### src/rtl/key_scan_ctrl.sv
// 4x4 keypad scanner: rotates a one-hot-low column drive, debounces a single pressed key
// and reports it as a latched {code_c, code_r} pair with a one-cycle key_valid strobe.
module key_scan_ctrl #(
    parameter int SCAN_DIV       = 50000,
    parameter int DEBOUNCE_SCANS = 4
) (
    input  logic       clk,
    input  logic       rst,
    input  logic [3:0] KEY_R,
    output logic [3:0] KEY_C,
    output logic [3:0] code_c,
    output logic [3:0] code_r,
    output logic       key_valid,
    output logic       key_down
);

    localparam int DIV_W = (SCAN_DIV > 1) ? $clog2(SCAN_DIV) : 1;
    localparam int CNT_W = $clog2(DEBOUNCE_SCANS + 1);
    localparam logic [DIV_W-1:0] DIV_LAST = DIV_W'(SCAN_DIV - 1);
    localparam logic [CNT_W-1:0] CNT_DONE = CNT_W'(DEBOUNCE_SCANS);

    typedef enum logic [1:0] {
        SCAN,
        DEBOUNCE,
        ACCEPT,
        PRESSED
    } state_t;

    state_t           state, state_n;
    logic [DIV_W-1:0] div;
    logic [1:0]       col_idx, col_idx_n;
    logic [3:0]       cand_c, cand_c_n;
    logic [3:0]       cand_r, cand_r_n;
    logic [CNT_W-1:0] cnt, cnt_n, cnt_inc;
    logic [CNT_W-1:0] rel_cnt, rel_cnt_n, rel_inc;
    logic [3:0]       code_c_n, code_r_n;
    logic             key_valid_n, key_down_n;
    logic             tick;
    logic             row_valid;

    assign tick      = (div == DIV_LAST);
    assign row_valid = ($countones(~KEY_R) == 1);
    assign cnt_inc   = cnt + CNT_W'(1);
    assign rel_inc   = rel_cnt + CNT_W'(1);
    assign KEY_C     = ~(4'b1000 >> col_idx);

    // The dwell divider free-runs regardless of FSM state so column timing never slips.
    // NOTE: sequential state uses non-blocking (<=) so every register samples pre-edge values.
    always_ff @(posedge clk) begin
        if (rst || tick) div <= '0;
        else             div <= div + DIV_W'(1);
    end

    always_comb begin
        // NOTE: every output of this block is defaulted first so no path can infer a latch.
        state_n     = state;
        col_idx_n   = col_idx;
        cand_c_n    = cand_c;
        cand_r_n    = cand_r;
        cnt_n       = cnt;
        rel_cnt_n   = rel_cnt;
        code_c_n    = code_c;
        code_r_n    = code_r;
        key_valid_n = 1'b0;
        key_down_n  = key_down;

        case (state)
            SCAN: if (tick) begin
                if (row_valid) begin
                    cand_c_n = KEY_C;
                    cand_r_n = KEY_R;
                    cnt_n    = CNT_W'(1);
                    state_n  = (DEBOUNCE_SCANS == 1) ? ACCEPT : DEBOUNCE;
                end else begin
                    col_idx_n = col_idx + 2'd1;
                end
            end
            DEBOUNCE: if (tick) begin
                if (KEY_R == cand_r) begin
                    cnt_n = cnt_inc;
                    if (cnt_inc == CNT_DONE) state_n = ACCEPT;
                end else begin
                    cnt_n     = '0;
                    col_idx_n = col_idx + 2'd1;
                    state_n   = SCAN;
                end
            end
            // One extra cycle so the accepted pair is presented a clock after the deciding tick.
            ACCEPT: begin
                code_c_n    = cand_c;
                code_r_n    = cand_r;
                key_valid_n = 1'b1;
                key_down_n  = 1'b1;
                cnt_n       = '0;
                rel_cnt_n   = '0;
                state_n     = PRESSED;
            end
            PRESSED: if (tick) begin
                if (KEY_R == 4'b1111) begin
                    if (rel_inc == CNT_DONE) begin
                        rel_cnt_n  = '0;
                        key_down_n = 1'b0;
                        col_idx_n  = col_idx + 2'd1;
                        state_n    = SCAN;
                    end else begin
                        rel_cnt_n = rel_inc;
                    end
                end else begin
                    rel_cnt_n = '0;
                end
            end
            default: state_n = SCAN;
        endcase
    end

    always_ff @(posedge clk) begin
        if (rst) begin
            state     <= SCAN;
            col_idx   <= '0;
            cand_c    <= 4'b1111;
            cand_r    <= 4'b1111;
            cnt       <= '0;
            rel_cnt   <= '0;
            code_c    <= 4'b1111;
            code_r    <= 4'b1111;
            key_valid <= 1'b0;
            key_down  <= 1'b0;
        end else begin
            state     <= state_n;
            col_idx   <= col_idx_n;
            cand_c    <= cand_c_n;
            cand_r    <= cand_r_n;
            cnt       <= cnt_n;
            rel_cnt   <= rel_cnt_n;
            code_c    <= code_c_n;
            code_r    <= code_r_n;
            key_valid <= key_valid_n;
            key_down  <= key_down_n;
        end
    end

endmodule

### config.mk
export PLATFORM = sky130hd
export DESIGN_NAME = key_scan_ctrl
export DESIGN_NICKNAME = d
export VERILOG_FILES = /design/src/rtl/key_scan_ctrl.sv
export SDC_FILE = /design/constraint.sdc
export NUM_CORES = 1
export LEC_CHECK = 0
export CORE_MARGIN = 2
export CORE_UTILIZATION = 50
export DETAILED_ROUTE_END_ITERATION = 12
export GPL_ROUTABILITY_DRIVEN = 0
export GPL_TIMING_DRIVEN = 0
export PLACE_DENSITY = 0.79
export SLEW_MARGIN = 30
export SYNTH_ARGS = -nofsm -noshare
export SYNTH_HDL_FRONTEND = slang
export SYNTH_SLANG_ARGS = --single-unit
### constraint.sdc
create_clock -name clk -period 6.35 [get_ports clk]
set_input_delay 1.905 -clock clk [delete_from_list [all_inputs] [get_ports clk]]
set_output_delay 1.905 -clock clk [all_outputs]
set_load 0.01 [all_outputs]
# Word-level counts from Yosys, hierarchy flattened
# Cells that the tools add are included.
# op_classes
addsub	7
n_eq_ne	18
shifts	1
n_mux	31
bitwise_logic	2
n_reduce_logical	11
# ops
op	n
two-way mux 2 bit	15
two-way mux 3 bit	7
adder 16 x 1 -> 16 bit, second input constant	1
== test 16 bit, second input constant	1
inequality test 2 bit, second input constant	8
case mux 3 bit (3 select lines)	1
inverter 4 bit	2
case mux 2 bit (4 select lines)	1
AND reduction 4 bit	2
AND reduction 8 bit	1
AND reduction 7 bit	1
adder 3 x 1 -> 3 bit, second input constant	2
== test 3 bit, second input constant	2
case mux 2 bit (3 select lines)	1
case mux 3 bit (2 select lines)	1
nonzero test 3 bit	2
adder 1 x 1 -> 2 bit	2
== test 2 bit, second input constant	2
== test 4 bit	1
== test 4 bit, second input constant	1
two-way mux 1 bit	4
right shift 4 x 2 -> 4 bit, first input constant	1
adder 2 x 2 -> 3 bit	1
== test 3 x 1 -> 1 bit, second input constant	1
9 further kinds	9
# totals
ff_bits	44
inputBits	6
output_inout_bits	14
word_cells	81

# Longest topological paths before layout
# Gate-level depths: netlist (run 1).
# logic_depth
ltp_word	7
ltp_mapped	9
ltp_nobuf	9

# Worst setup path before layout (run 1)
# Ideal clock, no wire load.
# synth_timing
path_kind	input to register
from	input port KEY_R[0]
to	register (tool-made name)
setup_ns	0.123
arrival_time_ns	3.973
t_required_ns	6.227
setup_slack_ns	2.253
cell_stages	8
path_buffers	0
path_cell_list	fa_1 -> inv_1 -> ha_1 -> ha_1 -> nor3b_1 -> a2bb2oi_1 -> nor4_2 -> mux2_1
# synth_rtl
element	line	text
start, declared	9	input logic [3:0] KEY_R,

==> summary.txt, run 1 <==
Initial Utilization: 51.77%
Syn_nets: 261
R2R Path Start: div[4]$_SDFF_PP0_
# resized after CTS: 0
Gr usage total: 18.57%
Placed cell count: 308
CP startpoint: KEY_R[0]
Critical Path Fanout Max: 5
Root Buffer: clkbuf_8
CTS Buf Count: 5
Nets: 287
Number of flops mapped to enable cells by yosys: 0
Clk_lat worst skew: 0.29 ns
Mapped Area: 0.002238 sq mm
Final Instance Area: 0.002623 sq mm
Final WS setup: 1.834 ns
Final setup fails: 0
Post-CTS setup buffers: 0
PD cells: 218.9 mW/mm^2
Synth area leaders: dfxtp_1 (39%), ha_1 (9.5%), mux2i_1 (5.4%)
Synth top cells by count: dfxtp_1 (44), nand2_1 (26), nor2_1 (22)
R2r worst-path depth: 5
FP Rows: 24
Clk_skew: 0.006644 ns
Ys Warns: 0
Period utilization: 71.11%
Max Fclk: 0.2214 GHz
Die Wd: 70.91 microns
Async set-reset flop share out of synthesis: 0%
Worst-margin pin slew: 0.7148 ns
MaxCap Viol Count: 0
Hold-fix buffers, CTS: 0
Synth Flop Type: dfxtp_1
HP Class: flip-flop to flip-flop
H-tree levels: 2
Max rail drop VDD: 0.09947 mV
Buffers on Ports: 19
Residual DRC: 0
IO Pins: 20
Total Die Area: 0.005028 sq mm
Area fraction of the dominant cell type after synthesis: 39.35%
Setup_tns: 0 ns
Total gr overflow: 0
Setup crit end kind: flip-flop
Rel. slew slack: 52.34%
Number of DRC markers in iteration 0: 125
Via density: 5.384
Status: complete, no violations
Lkg Pwr: 1.078 nW
Hold Crit Start: div[0]$_SDFF_PP0_
Slew Limit Fails: 0
Core area: 0.004324 sq mm
Ratio of cells with drive above 1 in the final layout: 8.365%
Place WS: 1.504 ns
TritonRoute pass-1 iters: 4
Final hold violations: 0
Critical path launch point type: input pin
Initial antenna violation count: 0
Req. time, crit path: 6.53 ns
CTS Sinks: 44
FF+latch count, synth: 44
Post-Route WL: 4215 microns
Area leader, netlist: dfxtp_1
Die Span Y: 70.91 microns
Maximum number of pins on one net before global-route repair: 14
Antenna Diode Count: 0
Post-DP Area: 0.002494 sq mm
Cell with the most instances after synthesis: dfxtp_1
ANT nets after route: 0
WL per Instance: 13.38 microns
DP HPWL: 3104 microns
Hold EP: div[0]$_SDFF_PP0_
Clock slew at reported path FFs: 0.08 ns
WS Path Type: input pin to flip-flop
Vias in the first global route: 1636
Layout area overhead: 17.16%
Via count: 1696
First-pass GRT wire length: 7431 microns
Critical Path AT: 4.70 ns
Yosys cell types: 54
Register area share after synthesis: 39.35%
Syn_area_per_cell: 9.445 sq um
Min cycle time layout: 4.516 ns
Hold path cells: 1
Mapped Cells: 237
Non-Filler Instances: 315
Overall power: 0.5741 mW
Longest Clk Path Bufs: 2
RSZ-0062 raised after global routing: false
CTS tree: done
Reg-to-reg slack, setup: 4.21 ns
## how the worst max path moves through the flow
| stage | endpoint | slack, ns | cells past startpoint |
|---|---|---|---|
| final | flip-flop | 1.83 | 9 |
| after global routing | cand_c[2]$_SDFFE_PP1P_ | 1.62 | 10 |
| after CTS | flip-flop | 1.83 | 9 |
| after detailed placement | flip-flop | 1.50 | 9 |
| after global placement | flip-flop | 1.53 | 9 |
| after floorplan | flip-flop | 2.25 | 8 |
## worst max-delay path: stages
cell and delay (ns):
clkdlybuf4s50_1 0.51, fa_1 0.58, inv_1 0.04, ha_1 0.18, ha_1 0.27, nor3b_1 0.37, a2bb2oi_1 0.23, nor4_2 0.26
mux2_1 0.35
## report_power, final
part | internal, mW | total (mW) | switching (mW)
Combinational | 0.0188 | 0.0420 | 0.0232
Clock | 0.155 | 0.250 | 0.0951
Sequential | 0.279 | 0.282 | 0.00310
## cells in the final DEF (no fill, tap or decap), drive strengths merged, types with 6 or more instances in the layout
cell	n
dfxtp	44
xor2	12
clkdlybuf4s50	19
nand2	26
o211ai	6
nor2	22
inv	14
nand4	7
mux2i	12
a21oi	8
clkbuf	10
ha	17
## per-layer routing
layer / wire length, microns / share of wire [%] / up-vias / global-route usage, %
li1: - / - / 883 / -
met4: 48 / 1.1 / 0 / 5.660
met1: 2021 / 48 / 782 / 23.95
met2: 2016 / 48 / 27 / 31.05
met3: 129 / 3.1 / 4 / 4.274
met5: 0 / 0 / - / 0
## registers in the layout, summed over array words and instances, names as in the netlist, named ones only
register	count
cand_c	4
cand_r	4
cnt	3
code_c	4
code_r	4
col_idx	2
div	16
key_down	1
key_valid	1
rel_cnt	3
state	1
## final cells by class
class	count	area (sq um)
tap	52	65.06
multi-input combinational	171	1262
timing repair buffer	19	190.2
sequential	44	880.8
inverter	14	52.55
fill	365	1702
buffer	8	42.54
clock inverter	2	60.06
clock buffer	5	68.82
## through the flow
step / hold WS (ns) / utilization (%)
after global routing: 0.5071 / 60.65
after CTS: 0.4690 / 60.65
final: 0.4604 / 60.65
after detailed placement: 0.4565 / 57.67
after floorplan: 0.4129 / -
after global placement: 0.4331 / 57.67
## cells by family (layout without fill, tap and decap cells)
kind of cell	count (synthesis)	after routing	share of synthesized area, %
muxes	14	14	6.372
AOI/OAI and AO/OA	33	33	10.40
DFF	44	44	39.35
and+or+nand+nor	91	91	23.37
buffers and inverters	22	48	4.248
adders and majority gates	18	18	10.40
xor gates and xnor gates	15	15	5.869
No activity file was read; power rests on OpenSTA's default activity.
==> run 2: changes to the inputs <==
clock period = 4.2 ns   (was 6.35 ns; I/O delays follow)
==> results of run 2 <==
Same layout as run 1 (identical final DEF). Status: complete, no violations.
Main changes from that run: setup slack after placement 1.504 ns -> -0.0009810 ns; setup slack after layout 1.834 ns -> 0.3292 ns; register-to-register setup slack 4.21 ns -> 2.06 ns; total power 0.5741 mW -> 0.8680 mW; worst IR drop on VDD 0.09947 mV -> 0.1504 mV
==> run 3: changes to the inputs <==
CORE_UTILIZATION = 40   (was 50)
PLACE_DENSITY = 0.67   (was 0.79)
==> run 3 against run 2 <==
Net effect:
- combinational power is 3% lower
- first-iteration DRC count shrank 47%
- design area grew 0.14%
- power is 7.5% lower
- worst setup slack worse by 0.014 ns
- sequential cell count did not move
- largest power group unchanged
==> summary.txt, run 3 (synthesis gave the netlist of run 1 again) <==
Final Instance Area: 0.002626 sq mm
Initial antenna violation count: 0
Initial Utilization: 41.15%
Critical path buffer and inverter count: 3
Final setup fails: 0
Post-DP Area: 0.002519 sq mm
Root Buffer: clkbuf_8
Gr usage total: 14.77%
Max stage delay cell, worst path: fa_1
Via count: 1664
Final hold violations: 0
Switching pwr: 0.1769 mW
Max Fclk: 0.2574 GHz
Rel. slew slack: 53.41%
DP HPWL: 3200 microns
Req. time, crit path: 4.36 ns
Total gr overflow: 0
Crit path top cell by count: ha_1
Die Span Y: 78.81 microns
Via density: 4.952
Nets: 287
Vias in the first global route: 1604
Maximum number of pins on one net before global-route repair: 14
Setup crit end kind: flip-flop
R2r worst-path depth: 5
MaxCap Viol Count: 0
Critical path launch point type: input pin
Place WS: -0.009739 ns
Clock slew at reported path FFs: 0.08 ns
HP Class: flip-flop to flip-flop
H-tree levels: 2
Critical Path AT: 4.04 ns
R2R Path Start: div[4]$_SDFF_PP0_
Flop pwr share: 53.1%
Lkg Pwr: 1.069 nW
RR Endpoint: col_idx[0]$_SDFFE_PP0P_
Largest register FFs: 16
Hold path cells: 1
WS Path Type: input pin to flip-flop
Number of DRC markers in iteration 0: 66
Worst-margin pin slew: 0.6988 ns
Post-Route WL: 4159 microns
Min cycle time layout: 3.885 ns
RSZ-0062 raised after global routing: false
FP Rows: 27
PD cells: 305.8 mW/mm^2
Setup_tns: 0 ns
Ratio of cells with drive above 1 in the final layout: 8.333%
Total Die Area: 0.006210 sq mm
Antenna Diode Count: 0
Residual DRC: 0
ANT nets after route: 0
Top reg by flops: div
Biggest cell delay along the critical path: 0.57 ns
Buffers on Ports: 19
Period utilization: 92.50%
Net Sw Frac: 22.02%
TritonRoute pass-1 iters: 4
Logic pwr share: 7.7%
WL per Instance: 12.38 microns
IO Pins: 20
Commonest non-fill, non-tap cell in the layout: dfxtp_1
Clk_lat worst skew: 0.29 ns
Final WS setup: 0.3151 ns
Critical Path Fanout Max: 10
Most frequent cells in the layout: dfxtp_1 (44), nand2_1 (26), nor2_1 (22), clkdlybuf4s50_1 (19), ha_1 (17)
Layout area overhead: 17.33%
Die Wd: 78.81 microns
Status: complete, no violations
Max rail drop VDD: 0.1300 mV
Cell Chain, Critical Path: clkdlybuf4s50_1, fa_1, inv_1, ha_1, ha_1, nor3b_1, nand3_1, clkbuf_1, nand2_1, o211ai_1
Hold Crit Start: div[0]$_SDFF_PP0_
Overall power: 0.8032 mW
Hold-fix buffers, CTS: 0
Hold EP: div[0]$_SDFF_PP0_
Internal power: 0.6263 mW
Post-CTS setup buffers: 0
Longest Clk Path Bufs: 2
CTS Buf Count: 5
Core area: 0.005439 sq mm
CTS Sinks: 44
CTS tree: done
Slew Limit Fails: 0
Clk_skew: 0.007745 ns
CP delay by family, top: adder cells
Reg-to-reg slack, setup: 2.09 ns
First-pass GRT wire length: 7238 microns
# resized after CTS: 0
Clock power share: 39.3%
-- run 3: changes by cell type in the layout (fill, tap and decap cells not counted) --
cell       previous run  this run
clkbuf_1              5         6
bufinv_16             2         1
clkinv_2              0         1
-- run 3: worst max path at each step --
stage                        start                endpoint  cells past startpoint
after floorplan           KEY_R[0]               flip-flop                      8
after global placement    KEY_R[0]               flip-flop                      9
after detailed placement  KEY_R[0]  cand_r[3]$_SDFFE_PP1P_                     10
after CTS                 KEY_R[0]  cand_r[3]$_SDFFE_PP1P_                     10
after global routing      KEY_R[0]     cnt[0]$_SDFFE_PP0P_                     10
final                     KEY_R[0]  cand_r[3]$_SDFFE_PP1P_                     10
-- run 3: metrics by stage --
step                      hold slack, ns  util (%)  instances
after floorplan                   0.4129         -        237
after global placement            0.4336     46.31        328
after detailed placement          0.4430     46.31        328
after CTS                         0.4552     48.29        336
after global routing              0.4781     48.29        336
final                             0.4488     48.29        336
-- run 3: metal layers --
metal | up-vias | global-route usage (%) | routed length [microns]
met2 | 19 | 24.36 | 1957
met3 | 6 | 4.091 | 148
li1 | 875 | - | -
met4 | 0 | 4.737 | 56
met1 | 764 | 18.68 | 1997
met5 | - | 0 | 0
-- run 3: final cells by class --
cell class,instances,area [sq um]
fillers,527,2813
multi-input cells,171,1262
flip-flops and latches,44,880.8
repair buffers,19,190.2
well taps,72,90.09
clock buffers,6,72.57
inverters,14,52.55
plain buffers,8,42.54
clock inverters,2,35.03
-- run 3: power by group through the flow --
| stage | Combinational, mW | Sequential [mW] | Clock (mW) |
|---|---|---|---|
| detailed placement | 0.0623 | 0.436 | 0 |
| global route | 0.0711 | 0.428 | 0.344 |
| CTS | 0.0625 | 0.426 | 0.322 |
| finish | 0.0616 | 0.426 | 0.315 |
| global placement | 0.0618 | 0.436 | 0 |
| floorplan | 0.0408 | 0.435 | 0 |
